$ cat config.mk
export PLATFORM = sky130hd
export DESIGN_NAME = dram_cmd_scheduler_flat
export DESIGN_NICKNAME = d
export VERILOG_FILES = /design/src/rtl/dram_cmd_scheduler_if.sv /design/src/rtl/dram_cmd_scheduler.sv /design/src/flat_wrapper.sv
export SDC_FILE = /design/constraint.sdc
export NUM_CORES = 1
export LEC_CHECK = 0
export CELL_PAD_IN_SITES_DETAIL_PLACEMENT = 1
export CELL_PAD_IN_SITES_GLOBAL_PLACEMENT = 1
export CORE_UTILIZATION = 45
export CTS_CLUSTER_DIAMETER = 60
export DETAILED_ROUTE_END_ITERATION = 8
export GPL_ROUTABILITY_DRIVEN = 0
export PLACE_DENSITY = 0.74
export SLEW_MARGIN = 20
export SYNTH_ARGS = -nofsm -noshare
export SYNTH_HDL_FRONTEND = slang
export SYNTH_SLANG_ARGS = --single-unit
$ cat constraint.sdc
create_clock -name clk -period 9.5 [get_ports clk]
set_clock_uncertainty 0.2 [all_clocks]
set_input_delay 2.375 -clock clk [delete_from_list [all_inputs] [get_ports clk]]
set_output_delay 2.375 -clock clk [all_outputs]
set_load 0.05 [all_outputs]
$ cat src/rtl/dram_cmd_scheduler_if.sv
// Request queue to scheduler handshake plus the issued DRAM command bus.
interface dram_cmd_scheduler_if;
    logic        req_valid;
    logic [1:0]  req_opcode;
    logic [32:0] req_address;
    logic        req_ready;
    logic [2:0]  cmd;
    logic [1:0]  cmd_bg;
    logic [1:0]  cmd_ba;
    logic [14:0] cmd_row;
    logic [9:0]  cmd_col;
    logic        req_done;

    // Request source / command consumer side
    modport master (
        output req_valid, req_opcode, req_address,
        input  req_ready, cmd, cmd_bg, cmd_ba, cmd_row, cmd_col, req_done
    );

    // Scheduler side
    modport slave (
        input  req_valid, req_opcode, req_address,
        output req_ready, cmd, cmd_bg, cmd_ba, cmd_row, cmd_col, req_done
    );
endinterface

$ cat src/rtl/dram_cmd_scheduler.sv
// Single-request DRAM command scheduler: open-page policy, per-bank open-row
// table, timing gates for tRCD/tRP/tRAS/tCCD/tRTP/tWTP.
// Address map: [2:0] byte offset, [12:3] col, [14:13] bg, [16:15] ba,
// [31:17] row, [32] unused.
module dram_cmd_scheduler #(
    parameter int T_RCD = 24,
    parameter int T_RP  = 24,
    parameter int T_RAS = 52,
    parameter int T_CCD = 8,
    parameter int T_RTP = 12,
    parameter int T_WTP = 44
) (
    input logic clk,
    input logic rst_n,
    dram_cmd_scheduler_if.slave bus
);
    localparam int CW = 16;
    localparam logic [CW-1:0] ONE   = CW'(1);
    localparam logic [CW-1:0] RCD_C = CW'(T_RCD);
    localparam logic [CW-1:0] RP_C  = CW'(T_RP);
    localparam logic [CW-1:0] RAS_C = CW'(T_RAS);
    localparam logic [CW-1:0] CCD_C = CW'(T_CCD);
    localparam logic [CW-1:0] RTP_C = CW'(T_RTP);
    localparam logic [CW-1:0] WTP_C = CW'(T_WTP);
    localparam logic [1:0] OP_WRITE   = 2'd1;
    localparam logic [1:0] OP_ILLEGAL = 2'd3;

    typedef enum logic [1:0] {IDLE, PRE, ACT, CAS} state_t;
    typedef enum logic [2:0] {CMD_NOP = 3'd0, CMD_ACT = 3'd1, CMD_RD = 3'd2,
                              CMD_WR = 3'd3, CMD_PRE = 3'd4} cmd_t;

    state_t state, state_nxt;
    cmd_t   cmd_q;
    logic   done_q;
    logic   issue_pre, issue_act, issue_cas;

    logic [1:0]  dec_bg, dec_ba, lat_bg, lat_ba, lat_op;
    logic [14:0] dec_row, lat_row;
    logic [9:0]  dec_col, lat_col;
    logic [3:0]  dec_bank, lat_bank;
    logic        unused_addr_bits;

    logic [15:0]   open_vld;
    logic [14:0]   open_row [16];
    // Timing counters hold remaining wait; a command is legal once <= 1,
    // so a value T loaded at edge E releases the command at edge E+T.
    logic [CW-1:0] bank_cnt [16];
    logic [CW-1:0] rcd_cnt, rp_cnt, ccd_cnt;
    logic [CW-1:0] bank_dec, recover;

    assign dec_col  = bus.req_address[12:3];
    assign dec_bg   = bus.req_address[14:13];
    assign dec_ba   = bus.req_address[16:15];
    assign dec_row  = bus.req_address[31:17];
    assign dec_bank = {dec_bg, dec_ba};
    assign lat_bank = {lat_bg, lat_ba};
    assign unused_addr_bits = ^{bus.req_address[32], bus.req_address[2:0]};

    assign bus.cmd      = cmd_q;
    assign bus.req_done = done_q;
    assign bus.cmd_bg   = lat_bg;
    assign bus.cmd_ba   = lat_ba;
    assign bus.cmd_row  = lat_row;
    assign bus.cmd_col  = lat_col;

    function automatic logic [CW-1:0] sat_dec(input logic [CW-1:0] v);
        return (v == '0) ? v : v - ONE;
    endfunction

    assign bank_dec = sat_dec(bank_cnt[lat_bank]);
    assign recover  = (lat_op == OP_WRITE) ? WTP_C : RTP_C;

    // State register
    always_ff @(posedge clk or negedge rst_n) begin
        if (!rst_n) state <= IDLE;
        else        state <= state_nxt;
    end

    // Next-state, ready and command-issue decisions
    always_comb begin
        state_nxt     = state;
        bus.req_ready = 1'b0;
        issue_pre     = 1'b0;
        issue_act     = 1'b0;
        issue_cas     = 1'b0;
        case (state)
            IDLE: begin
                bus.req_ready = 1'b1;
                if (bus.req_valid) begin
                    if (bus.req_opcode == OP_ILLEGAL)  state_nxt = IDLE;
                    else if (open_vld[dec_bank] && open_row[dec_bank] == dec_row)
                                                       state_nxt = CAS;
                    else if (open_vld[dec_bank])       state_nxt = PRE;
                    else                               state_nxt = ACT;
                end
            end
            PRE: if (bank_cnt[lat_bank] <= ONE) begin
                issue_pre = 1'b1;
                state_nxt = ACT;
            end
            ACT: if (rp_cnt <= ONE) begin
                issue_act = 1'b1;
                state_nxt = CAS;
            end
            CAS: if (rcd_cnt <= ONE && ccd_cnt <= ONE) begin
                issue_cas = 1'b1;
                state_nxt = IDLE;
            end
            default: state_nxt = IDLE;
        endcase
    end

    // Request latch, command register, open-row table and timing counters
    always_ff @(posedge clk or negedge rst_n) begin
        if (!rst_n) begin
            cmd_q    <= CMD_NOP;
            done_q   <= 1'b0;
            lat_op   <= '0;
            lat_bg   <= '0;
            lat_ba   <= '0;
            lat_row  <= '0;
            lat_col  <= '0;
            open_vld <= '0;
            rcd_cnt  <= '0;
            rp_cnt   <= '0;
            ccd_cnt  <= '0;
            for (int unsigned i = 0; i < 16; i++) begin
                open_row[i] <= '0;
                bank_cnt[i] <= '0;
            end
        end else begin
            cmd_q   <= CMD_NOP;
            done_q  <= 1'b0;
            rcd_cnt <= sat_dec(rcd_cnt);
            rp_cnt  <= sat_dec(rp_cnt);
            ccd_cnt <= sat_dec(ccd_cnt);
            for (int unsigned i = 0; i < 16; i++)
                bank_cnt[i] <= sat_dec(bank_cnt[i]);
            if (state == IDLE && bus.req_valid) begin
                lat_op  <= bus.req_opcode;
                lat_bg  <= dec_bg;
                lat_ba  <= dec_ba;
                lat_row <= dec_row;
                lat_col <= dec_col;
            end
            if (issue_pre) begin
                cmd_q              <= CMD_PRE;
                open_vld[lat_bank] <= 1'b0;
                rp_cnt             <= RP_C;
            end
            if (issue_act) begin
                cmd_q              <= CMD_ACT;
                open_vld[lat_bank] <= 1'b1;
                open_row[lat_bank] <= lat_row;
                rcd_cnt            <= RCD_C;
                bank_cnt[lat_bank] <= RAS_C;
            end
            if (issue_cas) begin
                cmd_q              <= (lat_op == OP_WRITE) ? CMD_WR : CMD_RD;
                done_q             <= 1'b1;
                ccd_cnt            <= CCD_C;
                bank_cnt[lat_bank] <= (bank_dec > recover) ? bank_dec : recover;
            end
        end
    end
endmodule

$ cat src/flat_wrapper.sv
// flat-port wrapper written by rule: the top's interface ports become plain ports
module dram_cmd_scheduler_flat 
#(
    parameter int T_RCD = 24,
    parameter int T_RP  = 24,
    parameter int T_RAS = 52,
    parameter int T_CCD = 8,
    parameter int T_RTP = 12,
    parameter int T_WTP = 44
)
  (clk, rst_n, bus_req_valid, bus_req_opcode, bus_req_address, bus_req_ready, bus_cmd, bus_cmd_bg, bus_cmd_ba, bus_cmd_row, bus_cmd_col, bus_req_done);
  dram_cmd_scheduler_if bus_i ();
  input logic clk;
  input logic rst_n;
  input wire logic [$bits(bus_i.req_valid)-1:0] bus_req_valid;
  input wire logic [$bits(bus_i.req_opcode)-1:0] bus_req_opcode;
  input wire logic [$bits(bus_i.req_address)-1:0] bus_req_address;
  output wire logic [$bits(bus_i.req_ready)-1:0] bus_req_ready;
  output wire logic [$bits(bus_i.cmd)-1:0] bus_cmd;
  output wire logic [$bits(bus_i.cmd_bg)-1:0] bus_cmd_bg;
  output wire logic [$bits(bus_i.cmd_ba)-1:0] bus_cmd_ba;
  output wire logic [$bits(bus_i.cmd_row)-1:0] bus_cmd_row;
  output wire logic [$bits(bus_i.cmd_col)-1:0] bus_cmd_col;
  output wire logic [$bits(bus_i.req_done)-1:0] bus_req_done;
  assign bus_i.req_valid = bus_req_valid;
  assign bus_i.req_opcode = bus_req_opcode;
  assign bus_i.req_address = bus_req_address;
  assign bus_req_ready = bus_i.req_ready;
  assign bus_cmd = bus_i.cmd;
  assign bus_cmd_bg = bus_i.cmd_bg;
  assign bus_cmd_ba = bus_i.cmd_ba;
  assign bus_cmd_row = bus_i.cmd_row;
  assign bus_cmd_col = bus_i.cmd_col;
  assign bus_req_done = bus_i.req_done;
  dram_cmd_scheduler #(.T_RCD(T_RCD), .T_RP(T_RP), .T_RAS(T_RAS), .T_CCD(T_CCD), .T_RTP(T_RTP), .T_WTP(T_WTP)) u_core (.clk(clk), .rst_n(rst_n), .bus(bus_i));
endmodule
After elaboration in Yosys (flattened, before gate mapping)
Index checks and enable logic that the tools add are counted.
Word-level totals
  output and inout port bits: 34
  input bits: 38
  logic and storage cells: 188
  register bits after elaboration: 597
Cells by class
  equality and inequality tests: 13
  bitwise gates (word level): 8
  add/sub/neg operators: 20
  reductions and logical operators: 27
  $lt $le $gt $ge: 11
  multiplexer cells: 65
Operators with widths (count)
  256-bit 2-to-1 mux: 2
  16-bit 2-to-1 mux: 29
  16-bit logical NOT: 20
  16-bit by 1-bit subtractor with 16-bit output, second input constant: 20
  256-bit bitwise mux: 1
  240-bit bitwise mux: 1
  208-bit bitwise AND: 1
  208-bit NOT: 1
  16-bit binary-select mux with 4-bit select: 1
  16-bit demux with 4-bit select: 1
  16-bit by 1-bit less-or-equal comparator with 1-bit output, second input constant: 4
  15-bit binary-select mux with 4-bit select: 1
  15-bit demux with 4-bit select: 1
  48-bit OR: 1
  15-bit 2-to-1 mux: 3
  16-bit bitwise AND: 1
  16-bit > comparator: 1
  16-bit NOT: 1
  16-bit OR: 1
  15-bit == test: 1
  2-bit 2-to-1 mux: 7
  2-bit by 1-bit != test with 1-bit output, second input constant: 6
  1-bit 2-to-1 mux: 11
  5-bit >= comparator, second input constant: 2
  15 further kinds: 26

Longest topological paths before layout
  depth after elaboration: 10
  mapped depth: 25
  depth with buffers taken out: 20

Least setup slack after synthesis
OpenSTA, ideal clock, no wires.
  kind: register to register
  start point: reg u_core.lat_ba[1], in the netlist u_core.bus.cmd_ba[1]
  end point: reg u_core.bank_cnt[160] (netlist bit)
  period minus slack after synthesis: 5.823 ns
  arrival: 5.482 ns
  path buffers: 5
  data required time: 9.159 ns
  setup slack: 3.677 ns
  stages on the path, launching flop included: 26
  library setup time: 0.141 ns
  cell sequence: dfrtp_1 -> buf_4 -> buf_2 -> clkbuf_1 -> mux4_2 -> a22oi_1 -> nand2_1 -> inv_1 -> ha_1 -> nor2b_1 -> o21ai_0 -> o22ai_1 -> nand4_1 -> buf_4 -> and3_1 -> xnor2_1 -> inv_1 -> ha_1 -> nand2_1 -> nor2_1 -> a211oi_1 -> nand4_1 -> or4_4 -> o211ai_4 -> buf_8 -> o22ai_2
On the way
  cells in the longest elaborated chain, start to end: 10
  elaborated cells on any way between the ends: 19
  classes of those cells: add/sub (1); order compare (3); mux (10); bitwise (3); reduce/logical (2)
Ends and longest elaborated chain
  from (decl): line dram_cmd_scheduler.sv:37  | logic [1:0] dec_bg, dec_ba, lat_bg, lat_ba, lat_op;
  from (signal assigned): line dram_cmd_scheduler.sv:120  | lat_ba <= '0;
  from (signal assigned): line dram_cmd_scheduler.sv:142  | lat_ba <= dec_ba;
  4-bit NOT with 5-bit output (*): line dram_cmd_scheduler.sv:70, dram_cmd_scheduler.sv:156, dram_cmd_scheduler.sv:162
  16-bit binary-select mux with 4-bit select, or another cell as far along: line dram_cmd_scheduler.sv:70  | assign bank_dec = sat_dec(bank_cnt[lat_bank]);
  16-bit 2-to-1 mux (not written as such) / 1-bit logical AND (equally long branches): line dram_cmd_scheduler.sv:70, dram_cmd_scheduler.sv:156, dram_cmd_scheduler.sv:162
  16-bit 2-to-1 mux, on equally long branches: line dram_cmd_scheduler.sv:70, dram_cmd_scheduler.sv:156, dram_cmd_scheduler.sv:162
  16-bit by 1-bit subtractor with 16-bit output, or another cell as far along: line dram_cmd_scheduler.sv:67  | return (v == '0) ? v : v - ONE;
  16-bit 2-to-1 mux / 208-bit NOT (equally long branches)
  16-bit > comparator / 208-bit bitwise AND (equally long branches)
  16-bit 2-to-1 mux / 256-bit 2-to-1 mux (equally long branches): line dram_cmd_scheduler.sv:162, dram_cmd_scheduler.sv:151
  256-bit bitwise mux: line dram_cmd_scheduler.sv:162  | bank_cnt[lat_bank] <= (bank_dec > recover) ? bank_dec : recover;
  256-bit 2-to-1 mux (*): line dram_cmd_scheduler.sv:158  | if (issue_cas) begin
  to (signal, indexed assignment): line dram_cmd_scheduler.sv:138  | bank_cnt[i] <= sat_dec(bank_cnt[i]);
  to (signal, indexed assignment): line dram_cmd_scheduler.sv:162
  to (decl): line dram_cmd_scheduler.sv:47  | logic [CW-1:0] bank_cnt [16];
Mark *: on every way between the ends. The rest lies on a longest branch, timed or not. The select of a mux whose other input is x is not followed.
A chain may end at the register's enable or synchronous reset.

Final worst setup path
  start point: reg u_core.lat_ba[0], in the netlist u_core.bus.cmd_ba[0]
  end point: reg u_core.bank_cnt[224] (netlist bit)
Same word-level chain as after synthesis.

==> results.yml <==
yosys:
  synth_ff_type: "dfrtp_1"
  avgSynthCellArea_um2: 11.0
  synth_nets: 2950
  synth_cell_types: 75
  synth.top_cell.area_share_pct: 47.0
  async_reset_ff_share_pct: 100
  synth-compound-area-share_pct: 8.61
  synth-seq-cells: 596
  synth_edf_count: 0
  synth_commonest_cells: "dfrtp_1, nand2_1, nor2_1, mux2_2, xnor2_1"
  netlist_instances: 2881
  synth_top_family_by_area: "multiplexers"
  synth-xor-area-share_pct: 7.04
  synthAdderAreaFrac_pct: 1.22
  yosys.area_share.simple_pct: 14.6
  synth_area_leaders: "dfrtp_1, mux4_2, mux2_2"
  synth.largest_area_cell: "dfrtp_1"
  synth_most_common_cell: "dfrtp_1"
  ys_warn_count: 0
  muxShareOfSynthArea_pct: 18.7
  synthesis.area_um2: 31700
  yosysSeqAreaShare_pct: 47.0
worst_setup_path:
  cp-end-kind: "register"
  crit_path_start_kind: "register"
  critPathRequiredTime_ns: 9.75
  critical_path_class: "reg2reg"
  cp.arrival_ns: 7.90
  path_max_fanout: 49
pwr:
  ir_drop_mv: 0.177
  p_comb_share_pct: 2.4
  switchingPower_uw: 1220
  clockPowerShare_pct: 49.8
  internal_power_uw: 4080
  power_density_nw_per_um2: 149
  p_total_uw: 5310
  leakage_uw: 0.0161
  p_sw_share_pct: 23.0
  seqPwrFrac_pct: 47.9
routing:
  routedWlPerCell_um: 28.3
  wl_um: 110000
  route.detailed.drc: 0
  vias: 25072
  ant_nets: 0
  drtIter0Drc: 2408
  vias_per_cell: 6.44
  first_pass_iters: 5
timing:
  max_freq_mhz: 131
  setup_viol: 0
  period_share_pct: 80.5
  tns_ns: 0
  slew_headroom_pct: 21.9
  hold_viol: 0
  period_needed_ns: 7.65
  finalMaxSlewViolations: 0
  tightest_slew_ns: 1.17
  grt_setup_unrepaired: "false"
die:
  dieArea_um2: 71600
  die_y_um: 268
  dieWidth_um: 268
  row_count: 96
  pin_count: 72
  start_util_pct: 45.8
  coreArea_um2: 69200
clock_network:
  cts_setup_buffers: 0
  htree_levels: 3
  postCtsHoldBufs: 0
  cts-buffers-inserted: 69
  cts_tree: "built"
  ctsRootBufferMaster: "clkbuf_16"
  cts_sinks: 596
  clkLatencyLatePin_ns: 0.63
  clkTransAtPathRegs_ns: 0.06
  cts_buffer_depth: 3
  post_cts_resized: 0
finish:
  nets: 2981
  design_area_um2: 35600
  antenna_cells: 0
  syn2layout_area_growth_pct: 12.1
  n_fill_cell: 7279
  drive_above_1_share_pct: 19.5
grt:
  grt_max_degree: 178
  grt_pass1_wl_um: 168000
  overflow: 0
  grtUsageTotal_pct: 31.4
  grt_pass1_vias: 26507
  antenna_found_initial: 2
worst_hold_path:
  hold_class: "reg2reg"
run_status:
  outcome: "finished clean"
placement:
  portBuffers: 67
  dp_hpwl_um: 72000
  place_area_um2: 33300
flow_run:
  max_cap_viol_count: 0
[routing by layer]
layer	part of all wire, %	global-route usage [%]	vias up
met4	5.3	15.2	4
met2	47	50.2	966
met3	6.3	4.59	315
met5	0.024	0	-
li1	-	-	10553
met1	41	41.9	13234
[final timing paths]
path / from / cells after the start / end / slack (ns)
max: u_core.bus.cmd_ba[0]$_DFFE_PN0P_ / 21 / u_core.bank_cnt[224]$_DFF_PN0_ / 1.85
min: u_core.ccd_cnt[14]$_DFFE_PN0P_ / 1 / u_core.ccd_cnt[14]$_DFFE_PN0P_ / 0.27
max reg2reg: u_core.bus.cmd_ba[0]$_DFFE_PN0P_ / 21 / u_core.bank_cnt[224]$_DFF_PN0_ / 1.85
min reg2reg: u_core.ccd_cnt[14]$_DFFE_PN0P_ / 1 / u_core.ccd_cnt[14]$_DFFE_PN0P_ / 0.27
max in group asynchronous: rst_n / 3 / u_core.bus.cmd_bg[0]$_DFFE_PN0P_ / 5.83
min in group asynchronous: rst_n / 1 / u_core.bank_cnt[161]$_DFF_PN0_ / 1.66
[final cells by class]
type	instances	area [um^2]	share of cell area, %
Timing Repair Buffer	112	1060	2.99
Clock buffer	98	2000	5.62
Sequential cell	596	14900	42.0
Clock inverter	21	216	0.609
Inverter	54	203	0.570
Multi-Input combinational cell	2079	16000	45.0
Tap cell	931	1160	3.28
[worst max-delay path, stage by stage (launching register included)]
cell and delay [ns]:
dfrtp_4 1.03, mux4_2 0.63, a22oi_1 0.34, nand2_1 0.23
inv_1 0.18, ha_1 0.22, nor2b_1 0.14, o21ai_0 0.21
o22ai_1 0.35, nand4_1 0.46, and3_1 0.39, xnor2_1 0.23
inv_1 0.07, ha_1 0.30, nand2_1 0.07, nor2_1 0.05
a211oi_1 0.25, nand4_1 0.20, or4_4 0.68, o211ai_4 0.64
buf_4 0.42, o22ai_2 0.13
[flip-flops by register name, summed over array words and instances, names as in the netlist, named ones only]
signal,cells
u_core.bank_cnt,256
u_core.bus.cmd_ba,2
u_core.rcd_cnt,16
u_core.lat_op,2
u_core.bus.cmd_col,10
u_core.rp_cnt,16
u_core.bus.cmd,3
u_core.state,2
u_core.open_row,240
u_core.ccd_cnt,16
u_core.bus.cmd_bg,2
u_core.bus.cmd_row,15
[cells by family after synthesis]
logic type | count (synthesis)
simple gates | 986
flops | 596
fa+ha+maj | 31
buf+inv | 206
xor+xnor | 255
mux | 386
compound gates | 421
[per-stage QoR]
| stage | hold WS, ns | util [%] | worst slack [ns] | instances |
|---|---|---|---|---|
| 2_1_floorplan | 0.241 | - | 3.68 | 2881 |
| 3_3_place_gp | 0.252 | 48.1 | 2.20 | 3771 |
| 3_5_place_dp | 0.262 | 48.1 | 1.95 | 3771 |
| 4_1_cts | 0.276 | 51.3 | 1.95 | 3890 |
| 5_1_grt | 0.303 | 51.4 | 1.54 | 3891 |
| 6_report | 0.274 | 51.4 | 1.85 | 3891 |
[power by group through the flow]
stage / Combinational [uW] / Clock, uW / Sequential (uW)
4_1_cts: 128 / 2670 / 2540
3_3_place_gp: 124 / 0 / 2590
6_report: 125 / 2640 / 2540
3_5_place_dp: 127 / 0 / 2590
2_1_floorplan: 41.1 / 0 / 2590
5_1_grt: 139 / 2750 / 2540
[placed cells by master (no fill, tap or decap), types with 34 or more instances in the layout]
| cell type | count |
|---|---|
| a22oi_1 | 34 |
| nor2_1 | 252 |
| inv_1 | 54 |
| xor2_1 | 63 |
| nand2_1 | 323 |
| mux4_2 | 136 |
| nor3_1 | 100 |
| clkdlybuf4s50_1 | 63 |
| nor4_1 | 77 |
| o22ai_1 | 176 |
| nand3_1 | 53 |
| a21oi_1 | 88 |
| o21ai_0 | 47 |
| clkbuf_16 | 70 |
| mux2_2 | 233 |
| xnor2_1 | 191 |
| buf_4 | 41 |
| dfrtp_1 | 593 |
No activity file was read; power rests on OpenSTA's default activity.
